File: src/rtl/handshake_slave_fifo_if.sv
// Valid/ready bundle for handshake_slave_fifo: upstream beat channel plus downstream FIFO output channel.
interface handshake_slave_fifo_if #(
  parameter int unsigned DATA_W = 32
);
  logic              valid;
  logic              ready;
  logic [DATA_W-1:0] data_in;
  logic              out_valid;
  logic              out_ready;
  logic [DATA_W-1:0] out_data;

  modport master (
    output valid, data_in, out_ready,
    input  ready, out_valid, out_data
  );

  modport slave (
    input  valid, data_in, out_ready,
    output ready, out_valid, out_data
  );
endinterface

File: src/rtl/handshake_slave_fifo.sv
// Receive-side valid/ready stage buffering accepted beats in a first-word-fall-through FIFO.
// Define HS_SLAVE_STATS_EN to add the 16-bit accepted-beat counter port beat_cnt.
module handshake_slave_fifo #(
  parameter int unsigned DATA_W = 32,
  parameter int unsigned DEPTH  = 4
) (
  input  logic                     clk,
  input  logic                     rst,
  handshake_slave_fifo_if.slave    bus,
  output logic [$clog2(DEPTH):0]   count
`ifdef HS_SLAVE_STATS_EN
  ,
  output logic [15:0]              beat_cnt
`endif
);

  localparam int unsigned AW = $clog2(DEPTH);
  localparam int unsigned CW = AW + 1;

  typedef enum logic [1:0] {
    EMPTY,
    PARTIAL,
    FULL
  } occ_e;

  occ_e              state_q, state_d;
  logic [AW-1:0]     wr_ptr_q, wr_ptr_d;
  logic [AW-1:0]     rd_ptr_q, rd_ptr_d;
  logic [CW-1:0]     count_q, count_d;
  logic [DATA_W-1:0] mem_q [DEPTH];
  logic              push, pop;

  // Occupancy state mirrors count so ready/out_valid come straight from flops.
  assign push = bus.valid && (state_q != FULL);
  assign pop  = bus.out_ready && (state_q != EMPTY);

  always_comb begin
    wr_ptr_d = wr_ptr_q;
    rd_ptr_d = rd_ptr_q;
    count_d  = count_q;
    state_d  = state_q;
    if (push) wr_ptr_d = wr_ptr_q + AW'(1);
    if (pop)  rd_ptr_d = rd_ptr_q + AW'(1);
    if (push && !pop)      count_d = count_q + CW'(1);
    else if (pop && !push) count_d = count_q - CW'(1);
    if (count_d == '0)               state_d = EMPTY;
    else if (count_d == CW'(DEPTH))  state_d = FULL;
    else                             state_d = PARTIAL;
  end

  always_ff @(posedge clk) begin
    if (rst) begin
      wr_ptr_q <= '0;
      rd_ptr_q <= '0;
      count_q  <= '0;
      state_q  <= EMPTY;
    end else begin
      wr_ptr_q <= wr_ptr_d;
      rd_ptr_q <= rd_ptr_d;
      count_q  <= count_d;
      state_q  <= state_d;
    end
  end

  // Storage is never cleared; reset only discards it through the pointers.
  always_ff @(posedge clk) begin
    if (!rst && push) mem_q[wr_ptr_q] <= bus.data_in;
  end

  assign bus.ready     = (state_q != FULL);
  assign bus.out_valid = (state_q != EMPTY);
  assign bus.out_data  = mem_q[rd_ptr_q];
  assign count         = count_q;

`ifdef HS_SLAVE_STATS_EN
  logic [15:0] beat_cnt_q;

  always_ff @(posedge clk) begin
    if (rst)       beat_cnt_q <= '0;
    else if (push) beat_cnt_q <= beat_cnt_q + 16'd1;
  end

  assign beat_cnt = beat_cnt_q;
`endif

endmodule

File: src/flat_wrapper.sv
// flat-port wrapper written by rule: the top's interface ports become plain ports
module handshake_slave_fifo_flat 
#(
  parameter int unsigned DATA_W = 32,
  parameter int unsigned DEPTH  = 4
)
  (clk, rst, count, bus_valid, bus_data_in, bus_out_ready, bus_ready, bus_out_valid, bus_out_data);
  handshake_slave_fifo_if #(.DATA_W(DATA_W)) bus_i ();
  input  logic clk;
  input  logic rst;
  output logic [$clog2(DEPTH):0] count;
  input wire logic [$bits(bus_i.valid)-1:0] bus_valid;
  input wire logic [$bits(bus_i.data_in)-1:0] bus_data_in;
  input wire logic [$bits(bus_i.out_ready)-1:0] bus_out_ready;
  output wire logic [$bits(bus_i.ready)-1:0] bus_ready;
  output wire logic [$bits(bus_i.out_valid)-1:0] bus_out_valid;
  output wire logic [$bits(bus_i.out_data)-1:0] bus_out_data;
  assign bus_i.valid = bus_valid;
  assign bus_i.data_in = bus_data_in;
  assign bus_i.out_ready = bus_out_ready;
  assign bus_ready = bus_i.ready;
  assign bus_out_valid = bus_i.out_valid;
  assign bus_out_data = bus_i.out_data;
  handshake_slave_fifo #(.DATA_W(DATA_W), .DEPTH(DEPTH)) u_core (.clk(clk), .rst(rst), .bus(bus_i), .count(count));
endmodule
File: config.mk
export PLATFORM = sky130hd
export DESIGN_NAME = handshake_slave_fifo_flat
export DESIGN_NICKNAME = d
export VERILOG_FILES = /design/src/rtl/handshake_slave_fifo_if.sv /design/src/rtl/handshake_slave_fifo.sv /design/src/flat_wrapper.sv
export SDC_FILE = /design/constraint.sdc
export NUM_CORES = 1
export LEC_CHECK = 0
export ABC_CLOCK_PERIOD_IN_PS = 3200
export CAP_MARGIN = 5
export CELL_PAD_IN_SITES_DETAIL_PLACEMENT = 0
export CELL_PAD_IN_SITES_GLOBAL_PLACEMENT = 1
export CORE_UTILIZATION = 47
export DETAILED_ROUTE_END_ITERATION = 12
export PLACE_DENSITY = 0.76
export SYNTH_ARGS = -nofsm -noshare
export SYNTH_HDL_FRONTEND = slang
export SYNTH_SLANG_ARGS = --single-unit
File: constraint.sdc
create_clock -name clk -period 3.2 [get_ports clk]
set_input_delay 0.96 -clock clk [delete_from_list [all_inputs] [get_ports clk]]
set_output_delay 0.96 -clock clk [all_outputs]
set_load 0.03 [all_outputs]
# --- Word level (Yosys, flattened, before mapping) ---
# Memories as Yosys holds them, arrays and structs flattened. A register that Yosys moved wholly into a read port is not among the register bits.
# Index checks and enable logic that the tools add are counted.
word_totals:
  regBits: 9
  ramBits: 128
  input_bits: 36
  output_inout_bits: 37
  wordCells: 29
  memories: 1
op_classes:
  addsub: 4
  eq_ne: 2
  muxes: 7
  n_reduce_logical: 11
mem_list:
  columns: ["memory", "words", "width", "read_ports", "rd_clocked_by_memory_dff", "write_ports", "line_no", "rtl"]
  rows:
  - ["u_core.mem_q", 4, 32, 1, 1, 1, "handshake_slave_fifo.sv:30", "logic [DATA_W-1:0] mem_q [DEPTH];"]
op_table:
  columns: ["operator", "n"]
  rows:
  - ["2-bit two-way mux", 3]
  - ["3-bit two-way mux", 2]
  - ["1-bit logical AND", 5]
  - ["2-bit by 1-bit adder with 2-bit output (second input constant)", 2]
  - ["3-bit by 1-bit adder with 3-bit output (second input constant)", 1]
  - ["3-bit == test (second input constant)", 1]
  - ["1-bit zero test", 3]
  - ["3-bit zero test", 1]
  - ["3-bit by 1-bit subtractor with 3-bit output (second input constant)", 1]
  - ["1-bit two-way mux", 2]
  - ["2-bit != test (second input constant)", 1]
  - ["2-bit nonzero test", 1]
  - ["2-bit OR reduction", 1]

# --- Depth between registers and ports, before layout ---
# Gate-level depths: netlist of the first run.
depth:
  ltp_word: 8
  mapped_depth: 6
  mapped_depth_nobuf: 6

# --- Worst setup path before layout of the first run ---
# Ideal clock, no wire load.
synth_timing:
  kind: "input-to-reg"
  startpoint: "in bus_valid"
  endpoint: "mem u_core.mem_q[0][0] (enable)"
  setup_time_ns: 0.392
  t_arrival_ns: 2.144
  t_required_ns: 2.808
  slack_ns: 0.664
  cell_stages: 4
  cell_sequence: "buf_4 -> nand2_1 -> nor2_1 -> and2_1"
synth_between:
  elab_chain_cells: 4
synth_rtl:
  columns: ["element", "line_no", "rtl"]
  rows:
  - ["start: declaration", "flat_wrapper.sv:12", "input wire logic [$bits(bus_i.valid)-1:0] bus_valid;"]
  - ["1-bit logical AND", "handshake_slave_fifo.sv:34", "assign push = bus.valid && (state_q != FULL);"]
  - ["1-bit logical AND", "handshake_slave_fifo.sv:67", "if (!rst && push) mem_q[wr_ptr_q] <= bus.data_in;"]
  - ["1-bit two-way mux", "handshake_slave_fifo.sv:67", null]
  - ["1-bit two-way mux (implied by the code)", "handshake_slave_fifo.sv:67", null]
  - ["end: declaration", "handshake_slave_fifo.sv:30", null]
# Every way passes these cells.

==> run_results.csv, run 1 <==
group,metric,value,unit
run_status,status,"finished clean",
floorplan,rows,38,
power_and_ir_drop,p_leak,0.002287,uW
finish,fin_nets,376,
sta,hold_viol,0,
critical_path,critPathMaxStageDelay,0.57,ns
finish,final_common_cell,"edfxtp_1",
logic_synthesis,mappedNetlistArea,5240,sq um
logic_synthesis,ys_warn_count,0,
logic_synthesis,ys_types,32,
sta,max-slew-margin-rel,0.7389,
global_routing,grt_util_met2,0.2729,
power_and_ir_drop,p_sw_frac,0.2691,
power_and_ir_drop,switchingPower,1476,uW
floorplan,die_w,107.6,microns
global_routing,grt_overflow_total,0,
critical_path,critPathLaunchType,"register",
route,routed_wl,9.120,mm
power_and_ir_drop,vdd_drop_max,0.0004349,V
power_and_ir_drop,pwr-share-comb,0.231,
finish,antennaDiodeCount,0,
finish,layout-drive-gt1-share,0.2334,
sta,fmaxAchievable,331.1,MHz
sta,holdWs,0.4964,ns
clock_tree,cts.clk_slew.worst_paths,0.06,ns
floorplan,die_h,107.6,microns
clock_tree,htreeDepth,4,
critical_path,cp-end-kind,"output port",
clock_tree,clk_latency,0.51,ns
global_routing,antenna_found_initial,0,
critical_path,required,2.24,ns
floorplan,dieArea,11580,sq um
finish,fin_cells,487,
floorplan,core,10840,sq um
power_and_ir_drop,powerDensity,803.9,nW/um^2
global_routing,gr-usage-met3,0.06235,
logic_synthesis,seq_area_frac_synth,0.7755,
route,vias,2600,
critical_path,worstPathArrival,2.06,ns
clock_tree,cts.path.max_buffers,2,
route,vias_per_cell,5.339,
clock_tree,cts.sinks,139,
route,first_pass_iters,4,
finish,fin_util,0.6293,
sta,max_slew.worst_pin.slew,0.3904,ns
critical_path,critPathSlowestCell,"mux4_2",
sta,fin_tns_setup,0,ns
power_and_ir_drop,internal_power,4008,uW
clock_tree,cts_root_buf,"clkbuf_8",
sta,setup_viol,0,
placement,dp_hpwl,5.576,mm
global_routing,grt_pass1_wl,14.37,mm
placement,placed_cells,455,
route,drc,0,
power_and_ir_drop,power_frac_seq,0.399,
worst_hold_path,hold_class,"reg2reg",
clock_tree,postCtsHoldBufs,0,
clock_tree,cts_made_buffers,17,
route,drt_iter0_drc,137,
flow_run,cap_violations,0,
power_and_ir_drop,power.total,5484,uW
finish,final_cell_mix,"edfxtp_1, clkdlybuf4s50_1, mux4_2, dlygate4sd2_1, clkbuf_16",
placement,gp_congestion,0.7267,
logic_synthesis,synth_nets,284,
sta,slew_violations,0,
sta,finClkSkew,0.006051,ns
global_routing,grt_use_total,0.1751,
global_routing,grt_pass1_vias,2704,
critical_path,criticalPathCategory,"reg2out",
floorplan,ios,73,
logic_synthesis,syn_inst,242,
logic_synthesis,avgSynthCellArea,21.65,sq um
clock_tree,cts_tree,"yes",
critical_path,crit_chain,"buf_12 -> mux4_2 -> dlygate4sd2_1",
sta,rsz0062_at_grt,"no",
global_routing,grt_max_degree,33,
power_and_ir_drop,clkPwrFrac,0.370,
critical_path,crit_fanout,32,
sta,fin_crit,3.020,ns
route,routedWlPerCell,18.73,microns
sta,period_share,0.9439,
logic_synthesis,synth-seq-cells,139,
floorplan,start_util,0.4834,
placement,io_buffers,72,
global_routing,gr-usage-met1,0.2282,
global_routing,grt.busiest_layer,"met2",
route,ant_nets,0,
finish,syn_to_final_growth,30.18,%
-- power by group through the flow --
stage	clock, uW	sequential (uW)	combinational, uW
floorplan	0	2240	861
global placement	0	2220	1380
detailed placement	0	2220	1380
CTS	2070	2190	1290
global route	2140	2200	1360
finish	2030	2190	1270
-- metrics by stage --
stage          worst slack, ns  cell area [sq um]
5_1_grt                0.06160               6822
2_1_floorplan           0.6638               5240
3_3_place_gp            0.4389               6241
6_report                0.1795               6822
4_1_cts                 0.1144               6822
3_5_place_dp            0.4362               6241
-- metal layers --
metal	wire, microns	up-vias
li1	-	1177
met1	4033	1339
met2	4545	76
met3	471	8
met4	70	0
met5	0	-
-- cell usage after synthesis --
cell | number | area [sq um]
a2111oi_2 | 1 | 15.01
inv_1 | 6 | 22.52
and3_2 | 1 | 7.510
buf_1 | 1 | 3.750
o32ai_1 | 1 | 8.760
o211ai_1 | 2 | 15.01
and2b_1 | 1 | 7.510
edfxtp_1 | 128 | 3844
nand3_1 | 4 | 20.02
xnor2_1 | 3 | 26.28
o31ai_1 | 1 | 7.510
nand4b_1 | 1 | 8.760
buf_4 | 1 | 7.510
or2b_2 | 1 | 8.760
nand3b_1 | 1 | 7.510
mux4_2 | 32 | 720.7
nor3_1 | 1 | 5.000
dfxtp_1 | 11 | 220.2
clkbuf_1 | 3 | 11.26
or3_1 | 1 | 6.260
a211o_1 | 1 | 8.760
xor2_1 | 2 | 17.52
nand2_1 | 5 | 18.77
ha_1 | 6 | 75.07
a211oi_1 | 1 | 7.510
a21oi_1 | 3 | 15.01
buf_2 | 5 | 25.02
or2_2 | 1 | 6.260
mux2i_1 | 2 | 20.02
nor2_1 | 9 | 33.78
a21o_1 | 1 | 7.510
and2_1 | 5 | 31.28
-- final cells by class --
type / count / area, sq um
well taps: 140 / 175.2
flip-flops and latches: 139 / 4066
multi-input cells: 87 / 1111
inverters: 6 / 22.52
repair buffers: 83 / 825.8
fillers: 756 / 4019
clock buffers: 19 / 421.7
clock inverters: 13 / 198.9
-- final timing paths --
check	endpoint	slack, ns	from	depth (start not counted)
setup / recovery	bus_out_data[17]	0.18	register	3
hold / removal	u_core.wr_ptr_q[1]	0.50	u_core.wr_ptr_q[1]	2
setup reg to reg	u_core.state_q[1]	1.38	u_core.count[1]	6
hold reg to reg	u_core.wr_ptr_q[1]	0.50	u_core.wr_ptr_q[1]	2
-- critical path, delay by kind of cell (launching register included) --
family	cells	cell delay, ns
flip-flops	1	0.34
multiplexers	1	0.57
buffers and inverters	2	0.65
-- what timing repair did --
action / CTS / global route
gates resized for setup: 32 / 0
endpoints found under the setup margin: 32 / 0
setup buffers: 0 / 0
-- flip-flops by register name, indices dropped and copies added, names as in the netlist, named ones only --
name	count
u_core.mem_q	128
u_core.count	3
u_core.rd_ptr_q	2
u_core.state_q	2
u_core.wr_ptr_q	2
-- kinds of logic (layout without fill, tap and decap cells) --
family,after synthesis,after routing,synth area share
buf+inv,16,121,0.01337
fa+ha+maj,6,6,0.01433
mux,34,34,0.1414
xor+xnor,5,5,0.008359
flops,139,139,0.7755
simple gates,31,31,0.03081
compound gates,11,11,0.01624
No activity file was read; power rests on OpenSTA's default activity.
==> inputs of run 2 (changes only) <==
--- a/config.mk
+++ b/config.mk
@@ -9,6 +9,7 @@
 export CAP_MARGIN = 5
 export CELL_PAD_IN_SITES_DETAIL_PLACEMENT = 0
 export CELL_PAD_IN_SITES_GLOBAL_PLACEMENT = 1
+export CORE_MARGIN = 1
 export CORE_UTILIZATION = 47
 export DETAILED_ROUTE_END_ITERATION = 12
 export PLACE_DENSITY = 0.76
==> results of run 2 <==
No change in the layout: final DEF, timing and power equal those of run 1.
==> inputs of run 3 (changes only) <==
--- a/config.mk
+++ b/config.mk
@@ -6,7 +6,7 @@
 export NUM_CORES = 1
 export LEC_CHECK = 0
 export ABC_CLOCK_PERIOD_IN_PS = 3200
-export CAP_MARGIN = 5
+export CAP_MARGIN = 0
 export CELL_PAD_IN_SITES_DETAIL_PLACEMENT = 0
 export CELL_PAD_IN_SITES_GLOBAL_PLACEMENT = 1
 export CORE_MARGIN = 1
==> results of run 3 <==
No change in the layout: final DEF, timing and power equal those of run 1.
